[config.mk]
export PLATFORM = sky130hd
export DESIGN_NAME = control
export DESIGN_NICKNAME = d
export VERILOG_FILES = /design/src/rtl/control.sv
export SDC_FILE = /design/constraint.sdc
export NUM_CORES = 1
export LEC_CHECK = 0
export CORE_MARGIN = 2
export CORE_UTILIZATION = 30
export DETAILED_ROUTE_END_ITERATION = 12
export PLACE_DENSITY = 0.66
export RECOVER_POWER = 50
export SETUP_SLACK_MARGIN = 0.02
export SLEW_MARGIN = 10
export SYNTH_ARGS = -nofsm -noshare
export SYNTH_HDL_FRONTEND = slang
export SYNTH_SLANG_ARGS = --single-unit
[constraint.sdc]
create_clock -name vclk -period 2.45
set_clock_uncertainty 0.1 [all_clocks]
set_input_delay 0.49 -clock vclk [all_inputs]
set_output_delay 0.49 -clock vclk [all_outputs]
set_load 0.01 [all_outputs]
[src/rtl/control.sv]
// Instruction decoder for a MIPS-style datapath: purely combinational mux,
// enable and ALU-operation controls from opcode/funct, gated by fetch/execute and reset.
module control (
    input  logic       clk,
    input  logic       reset,
    input  logic [5:0] instruction_opcode,
    input  logic [5:0] func_code,
    input  logic [4:0] special_branch_codes,
    input  logic       state,
    input  logic       B_link,
    output logic       RegDst,
    output logic       MemRead,
    output logic       MemtoReg,
    output logic       MemWrite,
    output logic       ALUSrc,
    output logic       RegWrite,
    output logic       R31,
    output logic       ShiftAmt,
    output logic       Add,
    output logic       Sub,
    output logic       Mul,
    output logic       Div,
    output logic       Unsigned,
    output logic       Or,
    output logic       And,
    output logic       Xor,
    output logic       SL,
    output logic       SR,
    output logic       Arithmetic,
    output logic       Boolean
);

    typedef struct packed {
        logic reg_dst, mem_read, mem_to_reg, mem_write, alu_src, reg_write, r31, shift_amt;
        logic add, sub, mul, div, is_unsigned, op_or, op_and, op_xor, sl, sr, arith, boolean;
    } ctrl_t;

    // Every REGIMM branch behaves identically, and clk only exists for interface symmetry.
    logic unused_inputs;
    assign unused_inputs = &{1'b0, clk, special_branch_codes};

    ctrl_t dec;
    ctrl_t ctrl;
    logic  link;

    always_comb begin
        // NOTE: defaults first so every path assigns every field; no latches are inferred.
        dec  = '0;
        link = 1'b0;
        case (instruction_opcode)
            6'b000000: begin
                case (func_code)
                    6'b100001: begin dec.reg_dst = 1'b1; dec.reg_write = 1'b1; dec.add = 1'b1; dec.is_unsigned = 1'b1; end
                    6'b100011: begin dec.reg_dst = 1'b1; dec.reg_write = 1'b1; dec.sub = 1'b1; dec.is_unsigned = 1'b1; end
                    6'b100100: begin dec.reg_dst = 1'b1; dec.reg_write = 1'b1; dec.op_and = 1'b1; end
                    6'b100101: begin dec.reg_dst = 1'b1; dec.reg_write = 1'b1; dec.op_or = 1'b1; end
                    6'b100110: begin dec.reg_dst = 1'b1; dec.reg_write = 1'b1; dec.op_xor = 1'b1; end
                    6'b101010: begin dec.reg_dst = 1'b1; dec.reg_write = 1'b1; dec.sub = 1'b1; dec.boolean = 1'b1; end
                    6'b101011: begin
                        dec.reg_dst = 1'b1; dec.reg_write = 1'b1; dec.sub = 1'b1;
                        dec.is_unsigned = 1'b1; dec.boolean = 1'b1;
                    end
                    6'b000000: begin
                        dec.reg_dst = 1'b1; dec.reg_write = 1'b1; dec.alu_src = 1'b1;
                        dec.shift_amt = 1'b1; dec.sl = 1'b1;
                    end
                    6'b000010: begin
                        dec.reg_dst = 1'b1; dec.reg_write = 1'b1; dec.alu_src = 1'b1;
                        dec.shift_amt = 1'b1; dec.sr = 1'b1;
                    end
                    6'b000011: begin
                        dec.reg_dst = 1'b1; dec.reg_write = 1'b1; dec.alu_src = 1'b1;
                        dec.shift_amt = 1'b1; dec.sr = 1'b1; dec.arith = 1'b1;
                    end
                    6'b000100: begin dec.reg_dst = 1'b1; dec.reg_write = 1'b1; dec.sl = 1'b1; end
                    6'b000110: begin dec.reg_dst = 1'b1; dec.reg_write = 1'b1; dec.sr = 1'b1; end
                    6'b000111: begin dec.reg_dst = 1'b1; dec.reg_write = 1'b1; dec.sr = 1'b1; dec.arith = 1'b1; end
                    6'b011000: dec.mul = 1'b1;
                    6'b011001: begin dec.mul = 1'b1; dec.is_unsigned = 1'b1; end
                    6'b011010: dec.div = 1'b1;
                    6'b011011: begin dec.div = 1'b1; dec.is_unsigned = 1'b1; end
                    6'b010000,
                    6'b010010: begin dec.reg_dst = 1'b1; dec.reg_write = 1'b1; end
                    6'b001000: link = 1'b1;
                    6'b001001: begin dec.reg_dst = 1'b1; link = 1'b1; end
                    default: ;  // MTHI/MTLO and unlisted functs decode to all zeros
                endcase
            end
            6'b000001,
            6'b000100, 6'b000101, 6'b000110, 6'b000111: begin
                dec.alu_src = 1'b1; dec.sub = 1'b1; link = 1'b1;
            end
            6'b000010, 6'b000011: link = 1'b1;
            6'b001001: begin dec.alu_src = 1'b1; dec.reg_write = 1'b1; dec.add = 1'b1; dec.is_unsigned = 1'b1; end
            6'b001010: begin dec.alu_src = 1'b1; dec.reg_write = 1'b1; dec.sub = 1'b1; dec.boolean = 1'b1; end
            6'b001011: begin
                dec.alu_src = 1'b1; dec.reg_write = 1'b1; dec.sub = 1'b1;
                dec.is_unsigned = 1'b1; dec.boolean = 1'b1;
            end
            6'b001100: begin dec.alu_src = 1'b1; dec.reg_write = 1'b1; dec.op_and = 1'b1; end
            6'b001101: begin dec.alu_src = 1'b1; dec.reg_write = 1'b1; dec.op_or = 1'b1; end
            6'b001110: begin dec.alu_src = 1'b1; dec.reg_write = 1'b1; dec.op_xor = 1'b1; end
            6'b001111: begin dec.alu_src = 1'b1; dec.reg_write = 1'b1; dec.sl = 1'b1; end
            6'b100011: begin
                dec.mem_read = 1'b1; dec.mem_to_reg = 1'b1; dec.alu_src = 1'b1;
                dec.reg_write = 1'b1; dec.add = 1'b1;
            end
            6'b101011: begin dec.mem_write = 1'b1; dec.alu_src = 1'b1; dec.add = 1'b1; end
            default: ;
        endcase

        // Branches and jumps write the link register only when the external link condition holds.
        if (link && B_link) begin
            dec.reg_write = 1'b1;
            dec.r31       = 1'b1;
        end

        ctrl = dec;
        if (!state) begin
            ctrl.reg_write = 1'b0;
            ctrl.mem_write = 1'b0;
            ctrl.mem_read  = 1'b0;
        end
        if (reset) ctrl = '0;
    end

    assign {RegDst, MemRead, MemtoReg, MemWrite, ALUSrc, RegWrite, R31, ShiftAmt,
            Add, Sub, Mul, Div, Unsigned, Or, And, Xor, SL, SR, Arithmetic, Boolean} = ctrl;

endmodule

### Yosys cells after proc, flatten, opt, wreduce, memory -nomap -nowiden

Index checks and enable logic that the tools add are counted.

* memories kept: 0
* memory bits (read-only): 0
* flip-flop bits (word level): 0
* bits in latches: 0
* output and inout bits: 20
* word-level logic and storage cells: 96
* bits in writable memories: 0
* input bits: 21

* $mul: 0
* shifts and indexed selects: 0
* equal/unequal tests: 36
* bitwise operators: 0
* div/mod/pow operators: 0
* order comparisons: 0
* add/subtract/negate cells: 0
* multiplexer cells: 38
* reduce and logical (&&, ||, !) cells: 22

Operators with widths (number)
* $eq 6x4->1 const B: 9
* $eq 6x6->1 const B: 9
* $eq 6x3->1 const B: 7
* $eq 6x5->1 const B: 6
* $eq 6x2->1 const B: 4
* $mux 1: 22
* $pmux 1 s2: 11
* $mux 20: 1
* $reduce_or 16->1: 1
* $reduce_or 2->1: 8
* $reduce_or 15->1: 1
* $reduce_or 14->1: 1
* $reduce_or 7->1: 2
* $logic_not 6->1: 2
* $reduce_or 3->1: 3
* $mux 2: 4
* $reduce_or 8->1: 1
* $eq 6x1->1 const B: 1
* $reduce_or 5->1: 1
* $reduce_or 4->1: 1
* $logic_and 1x1->1: 1

### Depth between registers and ports, before layout

Gate-level depths: netlist of the first run.

* depth in word-level cells: 8
* mapped depth: 5
* gate-level depth less buffers: 4

### Least setup slack after synthesis of the first run

No wires, ideal clock.

* path kind: input-to-output
* start: input instruction_opcode[3]
* end: output Div
* path buffers: 1
* data required time: 1860 ps
* path slack: 70 ps
* arrival: 1790 ps
* stages on the path: 4
* cells stage by stage: buf_6 -> or3_4 -> or3_4 -> nor4_1

* cells in the longest elaborated chain, start to end: 3

RTL lines
* start, declared: RTL line 6 `input logic [5:0] instruction_opcode,`
* $logic_not 6->1: RTL line 50 `case (instruction_opcode)`
* $mux 2: RTL line 50
* $mux 20: RTL line 124 `if (reset) ctrl = '0;`
* end, declared: RTL line 22 `output logic Div,`

Every way passes these cells.

### Worst setup path in the final report of the first run

* start: input instruction_opcode[1]
* end: output RegDst

* cells in the longest elaborated chain, start to end: 3

RTL lines
* $logic_not 6->1: RTL line 50
* $mux 1: RTL line 50
* $mux 20: RTL line 124
* end, declared: RTL line 11 `output logic RegDst,`

Every way passes these cells.

==> results of run 1 <==
-- Yosys cell counts (2+ instances only) --
library cell and instances:
o311ai_0 2, nand3_1 5, nand2b_1 6, o31ai_1 3
nand4_1 4, a21oi_1 7, a31oi_1 2, a21o_1 2
clkbuf_1 5, nand2_1 7, nand4b_1 2, nor2b_1 3
o21ai_0 5, inv_1 6, nand3b_1 4, nor3_1 7
nor4_1 2, buf_2 3, nor2_1 9, or3_4 3
or3b_2 2
-- per-layer routing --
layer,track usage [%],vias to the layer above
li1,-,553
met1,30.2,548
met2,49.3,46
met3,1.49,7
met4,4.50,0
met5,0,-
-- report_power, final --
part	internal (mW)	leakage, nW	switching (mW)
combinational	0.0956	0.645	0.0870
clock	0	0	0
sequential	0	0	0
-- layout by cell type, fill, tap and decap left out, types with 4 or more instances in the layout --
cell / instances
a21oi_1: 5
buf_2: 15
buf_4: 43
buf_6: 11
clkbuf_1: 4
dlygate4sd2_1: 8
inv_1: 5
nand2_1: 7
nand2b_1: 6
nand3_1: 4
nand3b_1: 4
nand4_1: 4
nor2_1: 7
o21ai_0: 4
-- kinds of logic after synthesis --
group,Yosys count
buffers and inverters,15
AND/OR/NAND/NOR,60
AO/OA/AOI/OAI,29
multiplexers,1
-- worst max-delay path, delay by kind of cell --
kind	cells	cell delay (ns)
buf+inv	4	0.53
compound gates	1	0.17
simple gates	2	0.79
-- final cells by class --
type,instances,area (µm²),area share (%)
well taps,27,33.8,2.36
multi-input cells,90,694,48.6
inverters,6,22.5,1.58
repair buffers,87,678,47.5
-- repair_timing --
item,in CTS,in global routing
setup endpoints to repair,20,17
gates resized for setup,131,11
pin swaps,21,14
setup buffers,16,1
-- through the flow --
stage / hold slack [ns] / total power [mW] / TNS [ns] / setup WS, ns
floorplan: 1.02 / 0.0627 / 0 / 0.0701
global placement: 1.90 / 0.149 / -12.47 / -0.799
detailed placement: 1.89 / 0.151 / -12.99 / -0.839
CTS: 1.37 / 0.173 / -0.661 / -0.204
global route: 1.34 / 0.195 / -0.866 / -0.167
finish: 1.33 / 0.183 / -0.409 / -0.109
-- worst max path at each step --
stage | slack, ns | depth (start not counted) | end | from
after floorplan | 0.07 | 4 | Div | instruction_opcode[3]
after global placement | -0.80 | 5 | RegDst | instruction_opcode[1]
after detailed placement | -0.84 | 5 | RegDst | instruction_opcode[1]
after CTS | -0.20 | 6 | SR | instruction_opcode[3]
after global routing | -0.17 | 7 | RegDst | instruction_opcode[1]
final | -0.11 | 7 | RegDst | instruction_opcode[1]
==> impl_metrics.py, run 1 <==
metrics = {
    "timing": {
        "setup_ws_ns": -0.109,
        "worstMarginPinSlew_ns": 0.360,
        "rsz0062_at_grt": "yes",
        "slew_violations": 0,
        "period_share_pct": 104,
        "relSlewSlack_pct": 75.8,
        "min_period_ns": 2.56,
        "fmax_mhz": 391,
        "hold_viol_final": 0,
        "final-setup-viol-count": 6,
    },
    "floorplan": {
        "core_area_um2": 2000,
        "rows": 16,
        "ios": 41,
        "start_util_pct": 32.6,
        "die-area_um2": 2570,
        "die_w_um": 50.7,
        "die_h_um": 50.7,
    },
    "detailed_routing": {
        "first_iter_violations": 41,
        "antenna_left": 0,
        "totalWireLength_mm": 3.14,
        "vias_per_cell": 5.50,
        "dr.pass1.iters": 4,
        "avgRoutedWirePerCell_um": 15.0,
        "wl_met3_um": 164,
        "wl_met2_mm": 1.66,
        "top_layer": "met4",
        "wl_met1_mm": 1.26,
        "drc": 0,
        "vias": 1154,
    },
    "grt": {
        "grt_max_degree": 11,
        "grt-ovfl-total": 0,
        "grt_pass1_vias": 1162,
        "track_usage_pct": 25.3,
        "grt_first_pass_wirelength_mm": 5.24,
        "antenna_found_initial": 0,
    },
    "synth": {
        "netlist_instances": 105,
        "synth_fp_nets": 126,
        "synth_xor_area_share_pct": 0,
        "yosys.area.top_type": "nand2b_1",
        "synth_top_family_by_area": "simple AND/OR/NAND/NOR gates",
        "yosysSeqAreaShare_pct": 0,
        "muxShareOfSynthArea_pct": 1.53,
        "yosysUniqueCellTypes": 37,
        "synth_compound_area_share_pct": 30.7,
        "synth_area_leaders": "nand2b_1 (5.7%), a21oi_1 (5.4%), nor3_1 (5.4%), nor2_1 (5.2%), or3_4 (5.2%)",
        "netlist_area_um2": 653,
        "yosys.area_share.simple_pct": 57.5,
        "yosys_warnings": 0,
        "synth_top_area_share_pct": 5.75,
        "synth_area_per_cell_um2": 6.22,
        "synthAdderAreaFrac_pct": 0,
    },
    "worst_hold_path": {
        "hold_start": "instruction_opcode[3]",
        "hold_path_end": "MemRead",
        "hold_path_class": "in2out",
        "min_path_cells": 5,
    },
    "worst_setup_path": {
        "crit_path_start_kind": "primary input",
        "crit_required_ns": 1.86,
        "critPathKind": "in2out",
        "crit_arrival_ns": 1.97,
        "crit_chain": "buf_8 -> or3_4 -> or3_4 -> buf_6 -> buf_6 -> a2111oi_4 -> buf_2",
        "max_stage_delay_ns": 0.41,
        "crit_slowest_cell": "or3_4",
        "end_kind": "primary output",
        "cp_max_fo": 3,
    },
    "place": {
        "gp_congestion": 0.869,
        "placedCellCount": 193,
        "dpl.hpwl_mm": 2.04,
        "port_buffers": 35,
        "place_area_um2": 1250,
    },
    "finish": {
        "seq_cell_count": 0,
        "area_growth_pct": 119,
        "nClkBuffers": 0,
        "fin_util_pct": 71.4,
        "stdcell_count": 210,
        "drive_above_1_share_pct": 53.6,
        "post-route-cell-area_um2": 1430,
        "nets": 206,
        "nFillCells": 168,
        "diodes": 0,
        "regArea_um2": 0,
    },
    "power": {
        "power.density_nw_per_um2": 128,
        "ir_drop_mv": 0.0743,
        "leakagePower_nw": 0.645,
    },
    "run_status": {
        "violations": "negative setup slack",
        "status": "finished, violations left",
    },
    "clocking": {
        "cts_hold_buf": 0,
    },
    "run": {
        "maxCapViolCount": 0,
    },
}
Power figures use the tool's default switching activity.
==> run 2, diff against run 1 <==
DONT_BUFFER_PORTS = 1   (was not set)
PLACE_DENSITY = 0.42   (was 0.66)
RECOVER_POWER = not set   (was 50)
==> impl_metrics.py, run 2 (synthesized netlist as in run 1, its figures left out) <==
metrics = {
    "floorplan": {
        "die_h_um": 50.7,
        "core_area_um2": 2000,
        "ios": 41,
        "die_w_um": 50.7,
        "rows": 16,
        "die-area_um2": 2570,
        "start_util_pct": 32.6,
    },
    "place": {
        "preCtsSetupSlack_ns": 0.0884,
        "dpl.hpwl_mm": 1.58,
        "gp_congestion": 0.783,
        "port_buffers": 0,
    },
    "grt": {
        "antenna_found_initial": 0,
        "grt-ovfl-total": 0,
        "grt_pass1_vias": 733,
        "track_usage_pct": 16.0,
        "grt_first_pass_wirelength_mm": 3.35,
        "grt_max_degree": 16,
    },
    "finish": {
        "seq_cell_count": 0,
        "drive_above_1_share_pct": 13.9,
        "mostFrequentLayoutCells": "nor2_1 (9), nand2_1 (7), nor3_1 (7), a21oi_1 (7)",
        "nets": 124,
        "fin_util_pct": 34.6,
        "multi_input_area_um2": 598,
        "area_growth_pct": 5.94,
        "nFillCells": 245,
        "nClkBuffers": 0,
        "regArea_um2": 0,
        "layout_commonest_cell": "nor2_1",
        "diodes": 0,
    },
    "detailed_routing": {
        "totalWireLength_mm": 2.02,
        "dr.pass1.iters": 4,
        "vias_per_cell": 6.20,
        "first_iter_violations": 31,
        "avgRoutedWirePerCell_um": 15.8,
        "drc": 0,
        "vias": 793,
        "antenna_left": 0,
    },
    "timing": {
        "slew_violations": 0,
        "hold_viol_final": 0,
        "setup_ws_ns": 0.0878,
        "min_period_ns": 2.36,
        "final-setup-viol-count": 0,
        "setup_tns_ns": 0,
        "period_share_pct": 96.4,
        "hold_ws_ns": 0.928,
        "relSlewSlack_pct": 73.5,
        "rsz0062_at_grt": "no",
        "worstMarginPinSlew_ns": 0.395,
        "fmax_mhz": 423,
    },
    "power": {
        "internal-power_mw": 0.0261,
        "leakagePower_nw": 0.214,
        "power_switching_mw": 0.0267,
        "p_comb_share_pct": 100.0,
        "power.density_nw_per_um2": 76.3,
        "power_frac_seq_pct": 0,
        "ir_drop_mv": 0.0275,
        "clkPwrFrac_pct": 0,
        "swShare_pct": 50.5,
    },
    "run": {
        "maxCapViolCount": 0,
    },
    "worst_hold_path": {
        "hold_path_class": "in2out",
        "hold_start": "reset",
    },
    "worst_setup_path": {
        "crit_start": "instruction_opcode[1]",
        "crit_path_start_kind": "primary input",
        "crit_arrival_ns": 1.77,
        "critPathKind": "in2out",
        "end_kind": "primary output",
        "crit_required_ns": 1.86,
        "cp_max_fo": 11,
    },
    "run_status": {
        "status": "completed",
    },
    "clocking": {
        "postCtsSetupRepairBufs": 0,
    },
}
==> run 2: cell types whose count changed in the layout (fill, tap and decap cells not counted), moves of 4 or more <==
| cell | delta |
|---|---|
| buf_4 | -38 |
| clkbuf_1 | -4 |
| dlygate4sd2_1 | -8 |
| nor3_1 | +4 |
| buf_2 | -15 |
| buf_6 | -11 |
==> run 2: repair_timing <==
| action | CTS | global route |
|---|---|---|
| setup endpoints to repair | 0 | 1 |
| gates resized for setup | 0 | 1 |
| hold buffers | 0 | 0 |
==> run 2: path summary, 6_finish.rpt <==
check,slack [ns],endpoint,depth (start not counted)
worst min-delay path,0.93,Add,1
worst max-delay path,0.09,Div,4
==> run 2: final cells by class <==
class                      instances  share of cell area, %
inverter                           6                   3.25
tap                               27                   4.88
multi-input combinational         90                   86.4
timing repair buffer               5                   5.42
==> run 2: power groups by stage <==
| stage | Clock (mW) | Combinational [mW] | Sequential, mW |
|---|---|---|---|
| 2_1_floorplan | 0 | 0.0627 | 0 |
| 3_3_place_gp | 0 | 0.0510 | 0 |
| 3_5_place_dp | 0 | 0.0511 | 0 |
| 4_1_cts | 0 | 0.0512 | 0 |
| 5_1_grt | 0 | 0.0604 | 0 |
| 6_report | 0 | 0.0528 | 0 |
==> run 2: critical path, cell delays in order <==
cell and delay [ns]:
or3_4 0.39, or3_4 0.43, nor4_1 0.28, buf_4 0.18
==> run 2: through the flow <==
step / cells / total power [mW] / cell area, µm²
6_report: 128 / 0.0528 / 692
5_1_grt: 128 / 0.0604 / 692
4_1_cts: 128 / 0.0512 / 679
3_5_place_dp: 128 / 0.0511 / 679
3_3_place_gp: 128 / 0.0510 / 679
2_1_floorplan: 105 / 0.0627 / 653
==> run 2: layer usage <==
metal,GRT usage (%),share of wire [%],vias to the layer above
met5,0,0,-
met4,3.15,0.59,0
met3,1.49,8.3,2
met2,23.9,45,40
met1,24.6,46,362
li1,-,-,389
==> run 3, diff against run 2 <==
CORE_MARGIN = 5   (was 2)
SLEW_MARGIN = 20   (was 10)
==> impl_metrics.py, run 3 (synthesized netlist as in run 1, its figures left out) <==
metrics = {
    "finish": {
        "stdcell_count": 127,
        "post-route-cell-area_um2": 672,
        "area_growth_pct": 2.87,
        "layout_commonest_cell": "nor2_1",
        "mostFrequentLayoutCells": "nor2_1 (9), nand2_1 (7), nor3_1 (7), a21oi_1 (7)",
        "drive_above_1_share_pct": 13.0,
        "seq_cell_count": 0,
        "nets": 123,
        "diodes": 0,
        "regArea_um2": 0,
        "nClkBuffers": 0,
    },
    "grt": {
        "track_usage_pct": 12.6,
        "grt_first_pass_wirelength_mm": 3.48,
        "grt-ovfl-total": 0,
        "antenna_found_initial": 0,
        "grt_max_degree": 16,
        "grt_pass1_vias": 708,
    },
    "clocking": {
        "cts_hold_buf": 0,
        "postCtsSetupRepairBufs": 0,
        "cts_resized": 0,
    },
    "worst_setup_path": {
        "cpMostUsedCell": "or3_4",
        "crit_chain": "or3_4 -> or3_4 -> a2111oi_2 -> buf_4",
        "critPathBufInv": 1,
        "cp_max_fo": 11,
        "crit_path_start_kind": "primary input",
        "end_kind": "primary output",
        "max_stage_delay_ns": 0.42,
        "crit_slowest_cell": "or3_4",
        "critPathTopFamily": "simple AND/OR/NAND/NOR gates",
        "critPathKind": "in2out",
        "crit_required_ns": 1.86,
        "crit_arrival_ns": 1.76,
    },
    "floorplan": {
        "ios": 41,
        "start_util_pct": 32.3,
        "die_w_um": 56.7,
        "die-area_um2": 3210,
        "core_area_um2": 2020,
        "rows": 16,
        "die_h_um": 56.7,
    },
    "timing": {
        "period_share_pct": 95.9,
        "rsz0062_at_grt": "no",
        "min_period_ns": 2.35,
        "setup_ws_ns": 0.101,
        "hold_viol_final": 0,
        "final-setup-viol-count": 0,
        "setup_tns_ns": 0,
        "worstMarginPinSlew_ns": 0.385,
        "relSlewSlack_pct": 74.1,
        "fmax_mhz": 426,
        "slew_violations": 0,
    },
    "detailed_routing": {
        "vias": 787,
        "antenna_left": 0,
        "drc": 0,
        "first_iter_violations": 19,
        "avgRoutedWirePerCell_um": 16.5,
        "vias_per_cell": 6.20,
        "totalWireLength_mm": 2.10,
        "dr.pass1.iters": 4,
    },
    "place": {
        "port_buffers": 0,
        "gp_congestion": 0.785,
        "preCtsSetupSlack_ns": 0.0866,
        "place_area_um2": 672,
        "dpl.hpwl_mm": 1.65,
        "placedCellCount": 127,
    },
    "worst_hold_path": {
        "hold_path_class": "in2out",
    },
    "power": {
        "power.density_nw_per_um2": 76.0,
        "leakagePower_nw": 0.208,
        "ir_drop_mv": 0.0325,
    },
    "run_status": {
        "status": "completed",
    },
    "run": {
        "maxCapViolCount": 0,
    },
}
## run 3: final timing paths
check	start	end	slack [ns]	cells after the start
setup / recovery	instruction_opcode[1]	RegDst	0.10	4
hold / removal	reset	R31	0.93	1
## run 3: metal layers
metal	track usage [%]	routed length, µm
met1	18.2	996
met2	20.0	941
met3	2.29	161
met4	0.678	0
met5	0	0
## run 3: area by class of cell
cell class | instances | area [µm²]
fillers | 237 | 1350
inverters | 6 | 22.5
multi-input cells | 90 | 586
well taps | 27 | 33.8
repair buffers | 4 | 30.0
## run 3: power by group
| group | switching, mW | total (mW) | internal [mW] |
|---|---|---|---|
| clock | 0 | 0 | 0 |
| combinational | 0.0263 | 0.0511 | 0.0247 |
| sequential | 0 | 0 | 0 |
## run 3: through the flow
| step | utilization, % | hold slack [ns] | power, mW |
|---|---|---|---|
| 6_report | 33.2 | 0.930 | 0.0511 |
| 5_1_grt | 33.2 | 0.933 | 0.0575 |
| 3_3_place_gp | 33.2 | 0.933 | 0.0505 |
| 4_1_cts | 33.2 | 0.933 | 0.0511 |
| 3_5_place_dp | 33.2 | 0.933 | 0.0507 |
| 2_1_floorplan | - | 1.02 | 0.0627 |
